File: config.mk
export PLATFORM = sky130hd
export DESIGN_NAME = spi_tx
export DESIGN_NICKNAME = d
export VERILOG_FILES = /design/src/rtl/spi_pkg.sv /design/src/rtl/spi_shift_out.sv /design/src/rtl/spi_tx.sv
export SDC_FILE = /design/constraint.sdc
export NUM_CORES = 1
export LEC_CHECK = 0
export CAP_MARGIN = 15
export CORE_UTILIZATION = 34
export DETAILED_ROUTE_END_ITERATION = 10
export SYNTH_ARGS = -nofsm -noshare
export SYNTH_HDL_FRONTEND = slang
export SYNTH_SLANG_ARGS = --single-unit
File: constraint.sdc
create_clock -name spi_clk -period 3.3 [get_ports spi_clk]
set_input_delay 0.825 -clock spi_clk [delete_from_list [all_inputs] [get_ports spi_clk]]
set_output_delay 0.825 -clock spi_clk [all_outputs]
set_load 0.02 [all_outputs]
File: src/rtl/spi_pkg.sv
// Shared constants and state type for the 24-bit SPI write link.
// Used by both the transmit and receive ends.
package spi_pkg;

  localparam int SPI_DATA_W = 24;
  localparam int SPI_CNT_W  = $clog2(SPI_DATA_W + 1);

  typedef enum logic [1:0] {
    IDLE,
    SHIFT,
    GAP
  } spi_state_e;

endpackage

File: src/rtl/spi_shift_out.sv
// Parallel-load shift register; bit_o is the bit currently on the wire.
// Direction picks which end is presented and which way data moves.
module spi_shift_out #(
  parameter int W         = 24,
  parameter bit LSB_FIRST = 1'b1
) (
  input  logic         clk,
  input  logic         rst,
  input  logic         load,
  input  logic         shift,
  input  logic [W-1:0] din,
  output logic         bit_o
);

  logic [W-1:0] sr_q;
  logic [W-1:0] sr_d;

  always_comb begin
    sr_d = sr_q;
    if (load) begin
      sr_d = din;
    end else if (shift) begin
      sr_d = LSB_FIRST ? (sr_q >> 1) : (sr_q << 1);
    end
  end

  always_ff @(posedge clk) begin
    if (rst) begin
      sr_q <= '0;
    end else begin
      sr_q <= sr_d;
    end
  end

  assign bit_o = LSB_FIRST ? sr_q[0] : sr_q[W-1];

endmodule

File: src/rtl/spi_tx.sv
// SPI write-link transmitter: one word per frame under active-low spi_en.
// Define SPI_TX_PARITY_EN to append an even-parity bit to each frame.
module spi_tx
  import spi_pkg::*;
#(
  parameter int DATA_W    = SPI_DATA_W,
  parameter int IDLE_GAP  = 2,
  parameter int LSB_FIRST = 1
) (
  input  logic              spi_clk,
  input  logic              rst,
  input  logic              tx_valid,
  input  logic [DATA_W-1:0] tx_data,
  output logic              tx_ready,
  output logic              spi_en,
  output logic              spi_sdo,
  output logic              tx_done
);

`ifdef SPI_TX_PARITY_EN
  localparam int FRAME = DATA_W + 1;
`else
  localparam int FRAME = DATA_W;
`endif

  localparam int CNT_W = $clog2(DATA_W + 1);
  localparam int GAP_W = $clog2(IDLE_GAP + 2);
  localparam int GLIM  = (IDLE_GAP > 0) ? IDLE_GAP - 1 : 0;

  localparam logic [CNT_W-1:0] LAST  = CNT_W'(FRAME - 1);
  localparam logic [GAP_W-1:0] GLAST = GAP_W'(GLIM);

  spi_state_e state_q, state_d;

  logic [CNT_W-1:0]  cnt_q, cnt_d;
  logic [GAP_W-1:0]  gap_q, gap_d;
  logic              en_q, en_d;
  logic              done_q, done_d;
  logic              ld, sh;
  logic [DATA_W-1:0] ld_data;
  logic              accept;

`ifdef SPI_TX_PARITY_EN
  localparam logic [CNT_W-1:0] DLAST = CNT_W'(DATA_W - 1);

  logic              par_q, par_d;
  logic [DATA_W-1:0] par_word;

  assign par_word = (LSB_FIRST != 0)
    ? {{(DATA_W-1){1'b0}}, par_q}
    : {par_q, {(DATA_W-1){1'b0}}};
`endif

  assign tx_ready = (state_q == IDLE) && !rst;
  assign accept   = tx_valid && tx_ready;

  always_ff @(posedge spi_clk) begin
    if (rst) begin
      state_q <= IDLE;
    end else begin
      state_q <= state_d;
    end
  end

  always_comb begin
    state_d = state_q;
    unique case (state_q)
      IDLE: begin
        if (accept) state_d = SHIFT;
      end
      SHIFT: begin
        if (cnt_q == LAST) begin
          state_d = (IDLE_GAP > 0) ? GAP : IDLE;
        end
      end
      GAP: begin
        if (gap_q == GLAST) state_d = IDLE;
      end
      default: state_d = IDLE;
    endcase
  end

  always_comb begin
    cnt_d   = cnt_q;
    gap_d   = gap_q;
    en_d    = en_q;
    done_d  = 1'b0;
    ld      = 1'b0;
    sh      = 1'b0;
    ld_data = tx_data;
`ifdef SPI_TX_PARITY_EN
    par_d   = par_q;
`endif
    unique case (state_q)
      IDLE: begin
        if (accept) begin
          ld    = 1'b1;
          en_d  = 1'b0;
          cnt_d = '0;
`ifdef SPI_TX_PARITY_EN
          par_d = ^tx_data;
`endif
        end
      end
      SHIFT: begin
        // Last edge of the frame: release enable, park the line low.
        if (cnt_q == LAST) begin
          ld      = 1'b1;
          ld_data = '0;
          en_d    = 1'b1;
          done_d  = 1'b1;
          gap_d   = '0;
        end
`ifdef SPI_TX_PARITY_EN
        else if (cnt_q == DLAST) begin
          ld      = 1'b1;
          ld_data = par_word;
          cnt_d   = cnt_q + CNT_W'(1);
        end
`endif
        else begin
          sh    = 1'b1;
          cnt_d = cnt_q + CNT_W'(1);
        end
      end
      GAP: begin
        gap_d = gap_q + GAP_W'(1);
      end
      default: begin
        en_d = 1'b1;
      end
    endcase
  end

  always_ff @(posedge spi_clk) begin
    if (rst) begin
      cnt_q  <= '0;
      gap_q  <= '0;
      en_q   <= 1'b1;
      done_q <= 1'b0;
`ifdef SPI_TX_PARITY_EN
      par_q  <= 1'b0;
`endif
    end else begin
      cnt_q  <= cnt_d;
      gap_q  <= gap_d;
      en_q   <= en_d;
      done_q <= done_d;
`ifdef SPI_TX_PARITY_EN
      par_q  <= par_d;
`endif
    end
  end

  spi_shift_out #(
    .W         (DATA_W),
    .LSB_FIRST (LSB_FIRST != 0)
  ) u_shift (
    .clk   (spi_clk),
    .rst   (rst),
    .load  (ld),
    .shift (sh),
    .din   (ld_data),
    .bit_o (spi_sdo)
  );

  assign spi_en  = en_q;
  assign tx_done = done_q;

endmodule

## Yosys cells after proc, flatten, opt, wreduce, memory -nomap -nowiden

Index checks and enable logic that the tools add are counted.
Widths: inputs -> output; s select.

| storage, ports and cells | value |
|---|---|
| register bits after elaboration | 35 |
| word-level logic and storage cells | 51 |
| bits of input ports | 27 |

| cells by class | value |
|---|---|
| bitwise gates (word level) | 2 |
| multiplexer cells | 21 |
| reduce and logical (&&, ||, !) cells | 12 |
| add/sub/neg operators | 2 |
| equality and inequality tests | 8 |

Operators with widths:

| cell | count |
|---|---|
| $mux 24 | 4 |
| $mux 5 | 2 |
| $pmux 5 s2 | 1 |
| $reduce_and 3->1 | 3 |
| $mux 2 | 4 |
| $ne 2x2->1 const B | 4 |
| $mux 1 | 6 |
| $pmux 2 s3 | 1 |
| $reduce_bool 2->1 | 3 |
| $add 5x1->5 const B | 1 |
| $eq 5x5->1 const B | 1 |
| $eq 2x1->1 const B | 2 |
| $pmux 2 s2 | 1 |
| $pmux 1 s3 | 1 |
| $add 2x1->2 const B | 1 |
| $eq 2x2->1 const B | 1 |
| $logic_and 1x1->1 | 2 |
| $logic_not 2->1 | 1 |
| $not 1->1 | 2 |
| $pmux 1 s2 | 1 |
| $reduce_and 2->1 | 1 |
| $reduce_or 2->1 | 1 |
| $logic_not 1->1 | 1 |

## Depth between registers and ports, before layout

| depth | value |
|---|---|
| depth in word-level cells | 6 |
| depth in mapped cells | 7 |

## Hierarchy

A second synthesis with hierarchy kept.

| second synthesis, totals | value |
|---|---|
| cells, all modules | 194 |
| area total of the unflattened synthesis | 1895.6 sq um |

Modules (own cells, without submodules):

| module | instances | cells each | sequential area each (sq um) | area each (sq um) |
|---|---|---|---|---|
| spi_shift_out | 1 | 106 | 480.5 | 1146.1 |
| spi_tx | 1 | 88 | 220.2 | 749.5 |

## Worst setup path after synthesis

OpenSTA, ideal clock, no wires.

| timing | value |
|---|---|
| kind | in2out |
| start | input rst |
| end | output tx_ready |
| slack | 888 ps |
| arrival | 1587 ps |
| stages on the path | 3 |
| data required time | 2475 ps |
| buffers on the path | 2 |
| path through | buf_6 clkbuf_1 nor3_1 |

| on the way | value |
|---|---|
| word-level cells in the longest chain between the ends | 2 |

RTL lines:

| element | RTL line | source |
|---|---|---|
| start: declaration | spi_tx.sv:11 | `input logic rst,` |
| $logic_not 1->1 | spi_tx.sv:54 | `assign tx_ready = (state_q == IDLE) && !rst;` |
| $logic_and 1x1->1 | spi_tx.sv:54 |  |
| end: declaration | spi_tx.sv:14 | `output logic tx_ready,` |

Every way passes these cells.

## Worst setup path in the final report

Ends and elaborated chain as after synthesis.

==> results.py <==
metrics = {
    "status": {
        "status": "complete, no violations",
    },
    "die": {
        "io_pins": 31,
        "die_area_um2": 5120,
        "row_count": 24,
        "fp.dieW_um": 71.5,
        "core-area_um2": 4500,
        "fp.dieH_um": 71.5,
        "start_util_pct": 36.5,
    },
    "worst_setup_path": {
        "end_kind": "output pin",
        "worstSetupPathType": "input port to output pin",
        "crit_top_cell": "clkdlybuf4s50_1",
        "worstPathCellList": "clkdlybuf4s50_1 -> nor3_1 -> clkdlybuf4s50_1",
        "cp_slowest_cell": "clkdlybuf4s50_1",
        "crit_arrival_ns": 2.08,
        "cp-start-kind": "input port",
        "worstPathRequired_ns": 2.47,
        "critPathMaxFanout": 3,
        "slowest_delay_ns": 0.63,
        "setup.worst_path.start": "rst",
        "reg2reg_from": "cnt_q[0]",
    },
    "synthesis": {
        "synthFlopType": "dfxtp_1",
        "yosys_warnings": 0,
        "async_flop_share_pct": 0,
        "ys_types": 34,
        "ys_ff_latch": 35,
        "synthesis.nets": 226,
        "avgSynthCellArea_um2": 8.35,
        "synth_sequential_area_ratio_pct": 42.6,
        "synth_edf_count": 0,
        "netlist_area_um2": 1640,
        "synth_cells": 197,
    },
    "detailed_routing": {
        "drc": 0,
        "routed_wl_um": 3760,
        "drtIter0Drc": 97,
        "vias_per_cell": 5.37,
        "routedWlPerCell_um": 13.7,
        "firstDrtPassIters": 5,
        "num_vias": 1478,
        "antenna_left": 0,
    },
    "clock_network": {
        "numCtsBuffers": 5,
        "root_buffer": "clkbuf_8",
        "tritoncts": "built",
        "ctsHtreeMaxLevel": 2,
        "cts_setup_buffers": 0,
        "clockBufferDepth": 2,
        "clk_pin_slew_worst_paths_ns": 0.07,
        "clkSinkCount": 35,
        "clock_latency_ns": 0.29,
        "hold_buffers": 0,
        "cts_resized": 0,
    },
    "timing": {
        "worst_pin_slew_ns": 0.949,
        "slew_headroom_pct": 36.5,
        "period_share_pct": 87.9,
        "maxSlewViolCount": 0,
        "fin_worst_skew_ns": 0.00718,
        "finalSetupViolCount": 0,
        "grt_setup_unrepaired": "false",
        "hold_viol": 0,
        "finalSetupTns_ns": 0,
        "layout_setup_ws_ns": 0.398,
        "min_period_ns": 2.90,
        "max_freq_mhz": 345,
    },
    "layout": {
        "fill_cells": 443,
        "regArea_um2": 701,
        "antenna_cells": 0,
        "layout_commonest_cell": "dfxtp_1",
        "drive_gt1_share_pct": 8.07,
        "nets": 251,
        "syn2layout_area_growth_pct": 26.0,
        "multiInputGateArea_um2": 840,
        "instances_no_fill": 275,
        "final_cell_mix": "35 x dfxtp_1, 30 x clkdlybuf4s50_1, 28 x a21oi_1",
    },
    "global_route": {
        "first_global_vias": 1358,
        "grt_max_degree": 34,
        "grt_overflow": 0,
        "grt_pass1_wl_um": 6360,
        "grt.total_usage_pct": 16.1,
        "antenna_found_initial": 0,
    },
    "placement": {
        "dp_slack_ns": 0.421,
        "dpl.hpwl_um": 2360,
        "place_congestion": 0.776,
        "io_buffer_count": 30,
        "dp_cells": 267,
    },
    "run": {
        "cap_viol_max_count": 0,
    },
    "hold_path": {
        "hold_start": "u_shift.sr_q[6]",
        "hold_path.class": "flip-flop to flip-flop",
    },
    "power_and_ir_drop": {
        "peakVddDrop_uv": 260,
        "p_per_area_nw_per_um2": 499,
        "total_power_uw": 1030,
        "p_leak_uw": 0.000783,
    },
}
-- worst max-delay path, delay by kind of cell --
family | cells | cell delay, ns
AND/OR/NAND/NOR | 1 | 0.16
buffers and inverters | 2 | 1.09
-- cell usage after synthesis, types with 2 or more instances --
cell type  instances  share of area, %
clkbuf_1           4              0.91
a2111oi_0          2               1.1
buf_2             11               3.3
dfxtp_1           35                43
inv_1              3              0.68
nand3_1           25               7.6
nand2b_1           3               1.1
a211oi_1          22                10
and2_1             2              0.76
o22ai_2            2               1.5
a21oi_1           28               8.5
or3_1              2              0.76
buf_6              2               1.4
nor2_1            27               6.2
o21ai_0            3              0.91
ha_1               2               1.5
mux2i_1            2               1.2
nand2_1            6               1.4
-- worst paths after layout --
| check | to | cells past startpoint | slack, ns |
|---|---|---|---|
| worst min-delay path | u_shift.sr_q[5] | 2 | 0.47 |
| worst min register to register | u_shift.sr_q[5] | 2 | 0.47 |
| worst max-delay path | tx_ready | 3 | 0.40 |
| worst max register to register | cnt_q[2] | 5 | 1.25 |
-- report_power, final --
part / switching [uW] / internal (uW)
Clock: 159 / 244
Combinational: 78.2 / 79.1
Sequential: 18.8 / 454
Total: 256 / 778
-- stage by stage --
stage                     instance area [um^2]  hold WS [ns]  utilization (%)
after CTS                                 2070         0.466             46.0
after global routing                      2070         0.487             46.0
after global placement                    1950         0.457             43.4
after floorplan                           1640         0.448                -
after detailed placement                  1950         0.464             43.4
final                                     2070         0.467             46.0
-- cell type report --
type	count	share of cell area, %
multi-input combinational	142	40.5
clock inverter	2	1.69
clock buffer	6	3.99
sequential	35	33.8
inverter	3	0.543
tap	52	3.14
timing repair buffer	35	16.3
-- registers in the layout, indices dropped and copies added (netlist names) --
name and cells:
u_shift.sr_q 24, cnt_q 5, gap_q 2, state_q 2, spi_en 1, tx_done 1
-- kinds of logic (layout without fill, tap and decap cells) --
family,after synthesis,count (layout),synth area share (%)
multiplexers,2,2,1.22
buffers and inverters,20,46,6.32
adder cells (fa/ha/maj),2,2,1.52
AO/OA/AOI/OAI,62,62,24.4
AND/OR/NAND/NOR,75,75,23.4
XOR/XNOR,1,1,0.533
flip-flops,35,35,42.6
-- routing by layer --
layer	track usage [%]	vias to the layer above	share of wire [%]
met5	0	-	0
met2	23.9	37	43
met3	5.63	2	4.7
li1	-	760	-
met1	21.3	679	51
met4	6.97	0	0.72
Power figures use the tool's default switching activity.
